### src/rtl/mem_arbiter_if.sv
// rtl/mem_arbiter_if.sv - icache/dcache/memory signal bundle around the memory arbiter
interface mem_arbiter_if;
    logic        ic_req;
    logic [29:0] ic_addr;
    logic        ic_abort;
    logic        ic_gnt;
    logic        ic_rvalid;
    logic        ic_rlast;
    logic [31:0] ic_rdata;

    logic        dc_req;
    logic        dc_we;
    logic [29:0] dc_addr;
    logic [31:0] dc_wdata;
    logic        dc_gnt;
    logic        dc_wready;
    logic        dc_wdone;
    logic        dc_rvalid;
    logic        dc_rlast;
    logic [31:0] dc_rdata;

    logic        mem_req;
    logic        mem_we;
    logic [29:0] mem_addr;
    logic        mem_ready;
    logic        mem_rvalid;
    logic [31:0] mem_rdata;
    logic        mem_wvalid;
    logic [31:0] mem_wdata;
    logic        mem_wready;

    // master: the arbiter, which drives the memory burst port
    modport master (
        input  ic_req, ic_addr, ic_abort,
        input  dc_req, dc_we, dc_addr, dc_wdata,
        input  mem_ready, mem_rvalid, mem_rdata, mem_wready,
        output ic_gnt, ic_rvalid, ic_rlast, ic_rdata,
        output dc_gnt, dc_wready, dc_wdone, dc_rvalid, dc_rlast, dc_rdata,
        output mem_req, mem_we, mem_addr, mem_wvalid, mem_wdata
    );

    // slave: the caches plus the memory, seen from outside the arbiter
    modport slave (
        output ic_req, ic_addr, ic_abort,
        output dc_req, dc_we, dc_addr, dc_wdata,
        output mem_ready, mem_rvalid, mem_rdata, mem_wready,
        input  ic_gnt, ic_rvalid, ic_rlast, ic_rdata,
        input  dc_gnt, dc_wready, dc_wdone, dc_rvalid, dc_rlast, dc_rdata,
        input  mem_req, mem_we, mem_addr, mem_wvalid, mem_wdata
    );
endinterface

### src/rtl/mem_arbiter.sv
// rtl/mem_arbiter.sv - round-robin line-burst arbiter between icache and dcache
module mem_arbiter #(
    parameter int LINE_WORDS = 8
) (
    input  logic          clk,
    input  logic          rst_n,
    mem_arbiter_if.master bus
);
    localparam int              CW         = $clog2(LINE_WORDS);
    localparam logic [CW-1:0]   LAST       = CW'(LINE_WORDS - 1);
    localparam logic [29:0]     ALIGN_MASK = ~30'(LINE_WORDS - 1);

    typedef enum logic [1:0] {IDLE, REQ, RDATA, WDATA} state_t;

    state_t          state, state_nxt;
    logic            owner_dc;
    logic            we_q;
    logic [29:0]     addr_q;
    logic [CW-1:0]   cnt;
    logic            abort_flag;
    logic            rr_dc;
    logic            ic_gnt_q, dc_gnt_q, wdone_q;

    logic            any_req, win_dc, beat, last_beat;

    assign any_req   = bus.ic_req | bus.dc_req;
    // on a tie the side that was not served last wins
    assign win_dc    = bus.dc_req & (~bus.ic_req | ~rr_dc);
    assign beat      = ((state == RDATA) & bus.mem_rvalid) | ((state == WDATA) & bus.mem_wready);
    assign last_beat = beat & (cnt == LAST);

    always_ff @(posedge clk or negedge rst_n) begin
        if (!rst_n) state <= IDLE;
        else        state <= state_nxt;
    end

    always_comb begin
        state_nxt = state;
        case (state)
            IDLE:    if (any_req) state_nxt = REQ;
            REQ:     if (bus.mem_ready) state_nxt = we_q ? WDATA : RDATA;
            RDATA,
            WDATA:   if (last_beat) state_nxt = IDLE;
            default: state_nxt = IDLE;
        endcase
    end

    always_ff @(posedge clk or negedge rst_n) begin
        if (!rst_n) begin
            owner_dc   <= 1'b0;
            we_q       <= 1'b0;
            addr_q     <= '0;
            cnt        <= '0;
            abort_flag <= 1'b0;
            rr_dc      <= 1'b1;
            ic_gnt_q   <= 1'b0;
            dc_gnt_q   <= 1'b0;
            wdone_q    <= 1'b0;
        end else begin
            ic_gnt_q <= 1'b0;
            dc_gnt_q <= 1'b0;
            wdone_q  <= 1'b0;
            case (state)
                IDLE: begin
                    abort_flag <= 1'b0;
                    if (any_req) begin
                        owner_dc <= win_dc;
                        we_q     <= win_dc & bus.dc_we;
                        addr_q   <= (win_dc ? bus.dc_addr : bus.ic_addr) & ALIGN_MASK;
                        rr_dc    <= win_dc;
                        ic_gnt_q <= ~win_dc;
                        dc_gnt_q <= win_dc;
                    end
                end
                // abort only hides beats; the memory burst still runs to completion
                REQ, RDATA: if (!owner_dc && bus.ic_abort) abort_flag <= 1'b1;
                default: ;
            endcase
            if (beat) cnt <= cnt + 1'b1;
            if (last_beat && state == WDATA) wdone_q <= 1'b1;
        end
    end

    always_comb begin
        bus.ic_gnt     = ic_gnt_q;
        bus.dc_gnt     = dc_gnt_q;
        bus.dc_wdone   = wdone_q;
        bus.ic_rvalid  = 1'b0;
        bus.ic_rlast   = 1'b0;
        bus.ic_rdata   = '0;
        bus.dc_rvalid  = 1'b0;
        bus.dc_rlast   = 1'b0;
        bus.dc_rdata   = '0;
        bus.dc_wready  = 1'b0;
        bus.mem_req    = 1'b0;
        bus.mem_we     = 1'b0;
        bus.mem_addr   = '0;
        bus.mem_wvalid = 1'b0;
        bus.mem_wdata  = '0;
        case (state)
            REQ: begin
                bus.mem_req  = 1'b1;
                bus.mem_we   = we_q;
                bus.mem_addr = addr_q;
            end
            RDATA: begin
                if (owner_dc) begin
                    bus.dc_rvalid = bus.mem_rvalid;
                    bus.dc_rlast  = bus.mem_rvalid & (cnt == LAST);
                    bus.dc_rdata  = bus.mem_rdata;
                end else begin
                    bus.ic_rvalid = bus.mem_rvalid & ~abort_flag;
                    bus.ic_rlast  = bus.mem_rvalid & ~abort_flag & (cnt == LAST);
                    bus.ic_rdata  = bus.mem_rdata;
                end
            end
            WDATA: begin
                bus.mem_wvalid = 1'b1;
                bus.mem_wdata  = bus.dc_wdata;
                bus.dc_wready  = bus.mem_wready;
            end
            default: ;
        endcase
    end
endmodule
### src/flat_wrapper.sv
// flat-port wrapper written by rule: the top's interface ports become plain ports
module mem_arbiter_flat 
#(
    parameter int LINE_WORDS = 8
)
  (clk, rst_n, bus_ic_req, bus_ic_addr, bus_ic_abort, bus_dc_req, bus_dc_we, bus_dc_addr, bus_dc_wdata, bus_mem_ready, bus_mem_rvalid, bus_mem_rdata, bus_mem_wready, bus_ic_gnt, bus_ic_rvalid, bus_ic_rlast, bus_ic_rdata, bus_dc_gnt, bus_dc_wready, bus_dc_wdone, bus_dc_rvalid, bus_dc_rlast, bus_dc_rdata, bus_mem_req, bus_mem_we, bus_mem_addr, bus_mem_wvalid, bus_mem_wdata);
  mem_arbiter_if bus_i ();
  input  logic clk;
  input  logic rst_n;
  input wire logic [$bits(bus_i.ic_req)-1:0] bus_ic_req;
  input wire logic [$bits(bus_i.ic_addr)-1:0] bus_ic_addr;
  input wire logic [$bits(bus_i.ic_abort)-1:0] bus_ic_abort;
  input wire logic [$bits(bus_i.dc_req)-1:0] bus_dc_req;
  input wire logic [$bits(bus_i.dc_we)-1:0] bus_dc_we;
  input wire logic [$bits(bus_i.dc_addr)-1:0] bus_dc_addr;
  input wire logic [$bits(bus_i.dc_wdata)-1:0] bus_dc_wdata;
  input wire logic [$bits(bus_i.mem_ready)-1:0] bus_mem_ready;
  input wire logic [$bits(bus_i.mem_rvalid)-1:0] bus_mem_rvalid;
  input wire logic [$bits(bus_i.mem_rdata)-1:0] bus_mem_rdata;
  input wire logic [$bits(bus_i.mem_wready)-1:0] bus_mem_wready;
  output wire logic [$bits(bus_i.ic_gnt)-1:0] bus_ic_gnt;
  output wire logic [$bits(bus_i.ic_rvalid)-1:0] bus_ic_rvalid;
  output wire logic [$bits(bus_i.ic_rlast)-1:0] bus_ic_rlast;
  output wire logic [$bits(bus_i.ic_rdata)-1:0] bus_ic_rdata;
  output wire logic [$bits(bus_i.dc_gnt)-1:0] bus_dc_gnt;
  output wire logic [$bits(bus_i.dc_wready)-1:0] bus_dc_wready;
  output wire logic [$bits(bus_i.dc_wdone)-1:0] bus_dc_wdone;
  output wire logic [$bits(bus_i.dc_rvalid)-1:0] bus_dc_rvalid;
  output wire logic [$bits(bus_i.dc_rlast)-1:0] bus_dc_rlast;
  output wire logic [$bits(bus_i.dc_rdata)-1:0] bus_dc_rdata;
  output wire logic [$bits(bus_i.mem_req)-1:0] bus_mem_req;
  output wire logic [$bits(bus_i.mem_we)-1:0] bus_mem_we;
  output wire logic [$bits(bus_i.mem_addr)-1:0] bus_mem_addr;
  output wire logic [$bits(bus_i.mem_wvalid)-1:0] bus_mem_wvalid;
  output wire logic [$bits(bus_i.mem_wdata)-1:0] bus_mem_wdata;
  assign bus_i.ic_req = bus_ic_req;
  assign bus_i.ic_addr = bus_ic_addr;
  assign bus_i.ic_abort = bus_ic_abort;
  assign bus_i.dc_req = bus_dc_req;
  assign bus_i.dc_we = bus_dc_we;
  assign bus_i.dc_addr = bus_dc_addr;
  assign bus_i.dc_wdata = bus_dc_wdata;
  assign bus_i.mem_ready = bus_mem_ready;
  assign bus_i.mem_rvalid = bus_mem_rvalid;
  assign bus_i.mem_rdata = bus_mem_rdata;
  assign bus_i.mem_wready = bus_mem_wready;
  assign bus_ic_gnt = bus_i.ic_gnt;
  assign bus_ic_rvalid = bus_i.ic_rvalid;
  assign bus_ic_rlast = bus_i.ic_rlast;
  assign bus_ic_rdata = bus_i.ic_rdata;
  assign bus_dc_gnt = bus_i.dc_gnt;
  assign bus_dc_wready = bus_i.dc_wready;
  assign bus_dc_wdone = bus_i.dc_wdone;
  assign bus_dc_rvalid = bus_i.dc_rvalid;
  assign bus_dc_rlast = bus_i.dc_rlast;
  assign bus_dc_rdata = bus_i.dc_rdata;
  assign bus_mem_req = bus_i.mem_req;
  assign bus_mem_we = bus_i.mem_we;
  assign bus_mem_addr = bus_i.mem_addr;
  assign bus_mem_wvalid = bus_i.mem_wvalid;
  assign bus_mem_wdata = bus_i.mem_wdata;
  mem_arbiter #(.LINE_WORDS(LINE_WORDS)) u_core (.clk(clk), .rst_n(rst_n), .bus(bus_i));
endmodule
### config.mk
export PLATFORM = sky130hd
export DESIGN_NAME = mem_arbiter_flat
export DESIGN_NICKNAME = d
export VERILOG_FILES = /design/src/rtl/mem_arbiter_if.sv /design/src/rtl/mem_arbiter.sv /design/src/flat_wrapper.sv
export SDC_FILE = /design/constraint.sdc
export NUM_CORES = 1
export LEC_CHECK = 0
export BUFFER_PORTS_ARGS = -buffer_cell sky130_fd_sc_hd__buf_2
export CORE_AREA = 5 5 102 104
export DETAILED_ROUTE_END_ITERATION = 8
export DIE_AREA = 0 0 107 109
export PLACE_DENSITY = 0.74
export SYNTH_ARGS = -nofsm -noshare
export SYNTH_HDL_FRONTEND = slang
export SYNTH_SLANG_ARGS = --single-unit
### constraint.sdc
create_clock -name clk -period 1.6 [get_ports clk]
set_clock_uncertainty 0.15 [all_clocks]
set_input_delay 0.16 -clock clk [delete_from_list [all_inputs] [get_ports clk]]
set_output_delay 0.16 -clock clk [all_outputs]
set_load 0.005 [all_outputs]
==> qor.yml <==
outcome:
  status: "complete, but fails checks"
  violations: "negative setup slack"
layout:
  nets: 774
  nFillCells: 666
  postLayoutCellArea_um2: 6250
  final_layout_size_suffix_gt1_share_pct: 67.24
  syn_to_final_growth_pct: 138.5
grt:
  grt_pass1_vias: 3609
  gr-total-overflow: 0
  gr-usage-all-layers_pct: 19.13
  grt_pass1_wl_um: 17670
  grt_max_degree: 37
  antenna_found_initial: 3
detailed_routing:
  antenna_left: 0
  drt-initial-drc-count: 323
  wl_per_cell_um: 21.42
  postRouteWirelength_um: 16070
  drc_errors: 0
  vias_per_cell: 5.172
  drt_pass1_iterations: 9
  vias: 3879
pwr:
  power.density_nw_per_um2: 1465
  max-vdd-ir-drop_mv: 1.049
  leakagePower_uw: 0.003395
critical_path:
  crit_chain: "inv_2 -> ha_4 -> and2b_4 -> buf_6 -> and2_1 -> buf_2"
  worstRegToRegCells: 7
  critPathArrivalTime_ns: 1.63
  critical-path-top-delay-family: "flip-flops"
  worstSetupStartpointType: "register"
  critical_path_buf_inv_count: 3
  critPathKind: "reg2out"
  reg2reg_to: "u_core.state[1]"
  critPathMaxFanout: 8
  regToRegStartpoint: "u_core.state[0]"
  critPathMaxStageDelay_ns: 0.42
  reg2reg_setup_slack_ns: -0.30
  cp_slowest_cell: "dfrtp_1"
  cp-end-kind: "primary output"
  required_ns: 1.29
yosys:
  synth_most_common_cell: "and2_1"
  yosys.area_share.simple_pct: 33.76
  syn_area_per_cell_um2: 8.881
  synth-seq-area-share_pct: 37.30
  async_flop_share_pct: 100.0
  synth_enable_flop_cells: 0
  yosys_warnings: 0
  ys_types: 31
  ys_ff_latch: 39
  synth_area_um2: 2620
  synthFlopType: "dfrtp_1"
  synth_top_family_by_area: "simple AND/OR/NAND/NOR gates"
  synthXorXnorAreaFrac_pct: 0.3343
  synth_mux_area_share_pct: 0.9551
  netlist_top_cells_area: "dfrtp_1 (36%), and2_1 (21%), a222oi_1 (10%), and3_1 (7.9%), inv_1 (4.6%)"
  synth_compound_area_share_pct: 14.09
  synth_cells: 295
  netlist_top_cells_count: "and2_1 (90), dfrtp_1 (38), and3_1 (33), inv_1 (32), a222oi_1 (27)"
  synthAdderAreaFrac_pct: 3.343
  yosysTopAreaCell: "dfrtp_1"
  synth_top_cell_area_share_pct: 36.29
cts:
  cts-root-buf: "clkbuf_8"
  insertion_delay_ns: 0.29
  h-tree-depth: 2
  cts_tree: "built"
  cts_buffer_depth: 2
  cts_buffers: 5
  cts_sinks: 39
  clkTransAtPathRegs_ns: 0.08
placement:
  dp_hpwl_um: 8358
  portBuffers: 260
  place_area_um2: 4136
  routabilityCongestion: 0.7322
die:
  die_h_um: 109
  fp-row-count: 36
  io_pins: 270
  initial_core_util_pct: 27.70
  coreArea_um2: 9459
  die_area_um2: 11660
  die_w_um: 107
timing:
  tns_ns: -41.60
  setup_viol: 164
  final-hold-violation-count: 0
  min_period_ns: 1.945
  setup_slack_ns: -0.3450
  rsz0062_at_grt: "yes"
  fmax_ghz: 0.5141
  report.final.slew_viol_count: 0
  min_period_over_period_pct: 121.6
min_path:
  worstHoldEndpoint: "u_core.cnt[1]"
  min_path_cells: 4
  hp-start: "bus_mem_rvalid"
  worstHoldPathType: "in2reg"
job:
  cap_viol_max_count: 0
-- cells in the final DEF, fill, tap and decap left out, types with 6 or more instances in the layout --
cell type	count
a222oi_1	27
and2_1	11
and2_4	82
and3_1	19
and3_4	15
buf_12	9
buf_2	164
buf_4	11
buf_6	105
clkbuf_16	11
clkbuf_8	6
dfrtp_1	37
dlygate4sd3_1	57
inv_1	30
nand2_1	9
-- final cells by class --
type	instances	area [um2]	share of cell area [%]
diodes	1	2.502	0.04004
clock buffers	7	86.33	1.381
clock inverters	1	8.758	0.1401
inverters	32	120.1	1.922
multi-input cells	198	1772	28.35
flip-flops and latches	39	978.4	15.66
well taps	114	142.6	2.282
repair buffers	358	3139	50.23
-- worst register-to-register path: stages (launching register included) --
cell,delay [ns]
dfrtp_1,0.42
inv_2,0.11
ha_4,0.15
buf_4,0.14
a22o_4,0.15
a21oi_4,0.06
a221oi_2,0.26
mux2_4,0.34
-- through the flow --
| stage | hold WS [ns] | instances | setup slack (ns) | utilization (%) | power, uW |
|---|---|---|---|---|---|
| finish | 0.09705 | 750 | -0.3450 | 66.07 | 9158 |
| global route | 0.1008 | 750 | -0.3960 | 66.07 | 9584 |
| CTS | 0.07083 | 729 | -0.3365 | 52.67 | 6517 |
| detailed placement | -0.01963 | 659 | -0.2493 | 43.73 | 5298 |
| global placement | -0.03030 | 659 | -0.1416 | 43.73 | 5162 |
| floorplan | -0.2856 | 297 | -0.1217 | - | 3716 |
-- worst max-delay path by stage --
stage | startpoint | to | slack (ns) | cells after the start
6_report | u_core.state[0] | bus_ic_rdata[14] | -0.34 | 6
4_1_cts | u_core.state[0] | bus_mem_we | -0.34 | 6
3_5_place_dp | u_core.state[1] | u_core.addr_q[19] | -0.25 | 6
3_3_place_gp | u_core.state[1] | u_core.addr_q[14] | -0.14 | 7
5_1_grt | u_core.state[0] | bus_ic_rdata[14] | -0.40 | 6
2_1_floorplan | u_core.state[0] | u_core.state[1] | -0.12 | 6
-- logic make-up after synthesis --
group / Yosys count
compound gates: 39
xor+xnor: 1
fa+ha+maj: 7
buf+inv: 60
flops: 39
mux: 2
other cells: 1
simple gates: 146
-- timing repair --
item / CTS / global route
buffers inserted: 4 / 5
endpoints found under the hold margin: 45 / 0
pin swaps: 12 / 78
hold buffers: 57 / 0
gates resized for setup: 31 / 198
cloned: 1 / 15
endpoints found under the setup margin: 163 / 165
-- power by group --
group          internal [uW]  switching (uW)  leakage (uW)
registers               1460             348      0.000484
logic                   3910            2710       0.00286
clock network            354             372     0.0000484
-- state kept, by name, summed over array words and instances, names as in the netlist --
| name | cells |
|---|---|
| u_core.rr_dc | 1 |
| u_core.cnt | 3 |
| u_core.state | 2 |
| u_core.addr_q | 27 |
| u_core.bus.ic_gnt | 1 |
| u_core.owner_dc | 1 |
| u_core.bus.dc_wdone | 1 |
| u_core.abort_flag | 1 |
| u_core.we_q | 1 |
| u_core.bus.dc_gnt | 1 |
-- routing by layer --
metal | up-vias | part of all wire [%] | track usage (%)
met5 | - | 0.13 | 0
met4 | 4 | 4.1 | 8.950
met3 | 77 | 9.4 | 5.269
met2 | 284 | 54 | 36.92
met1 | 1829 | 32 | 18.86
li1 | 1685 | - | -
(Power assumes the default switching activity.)
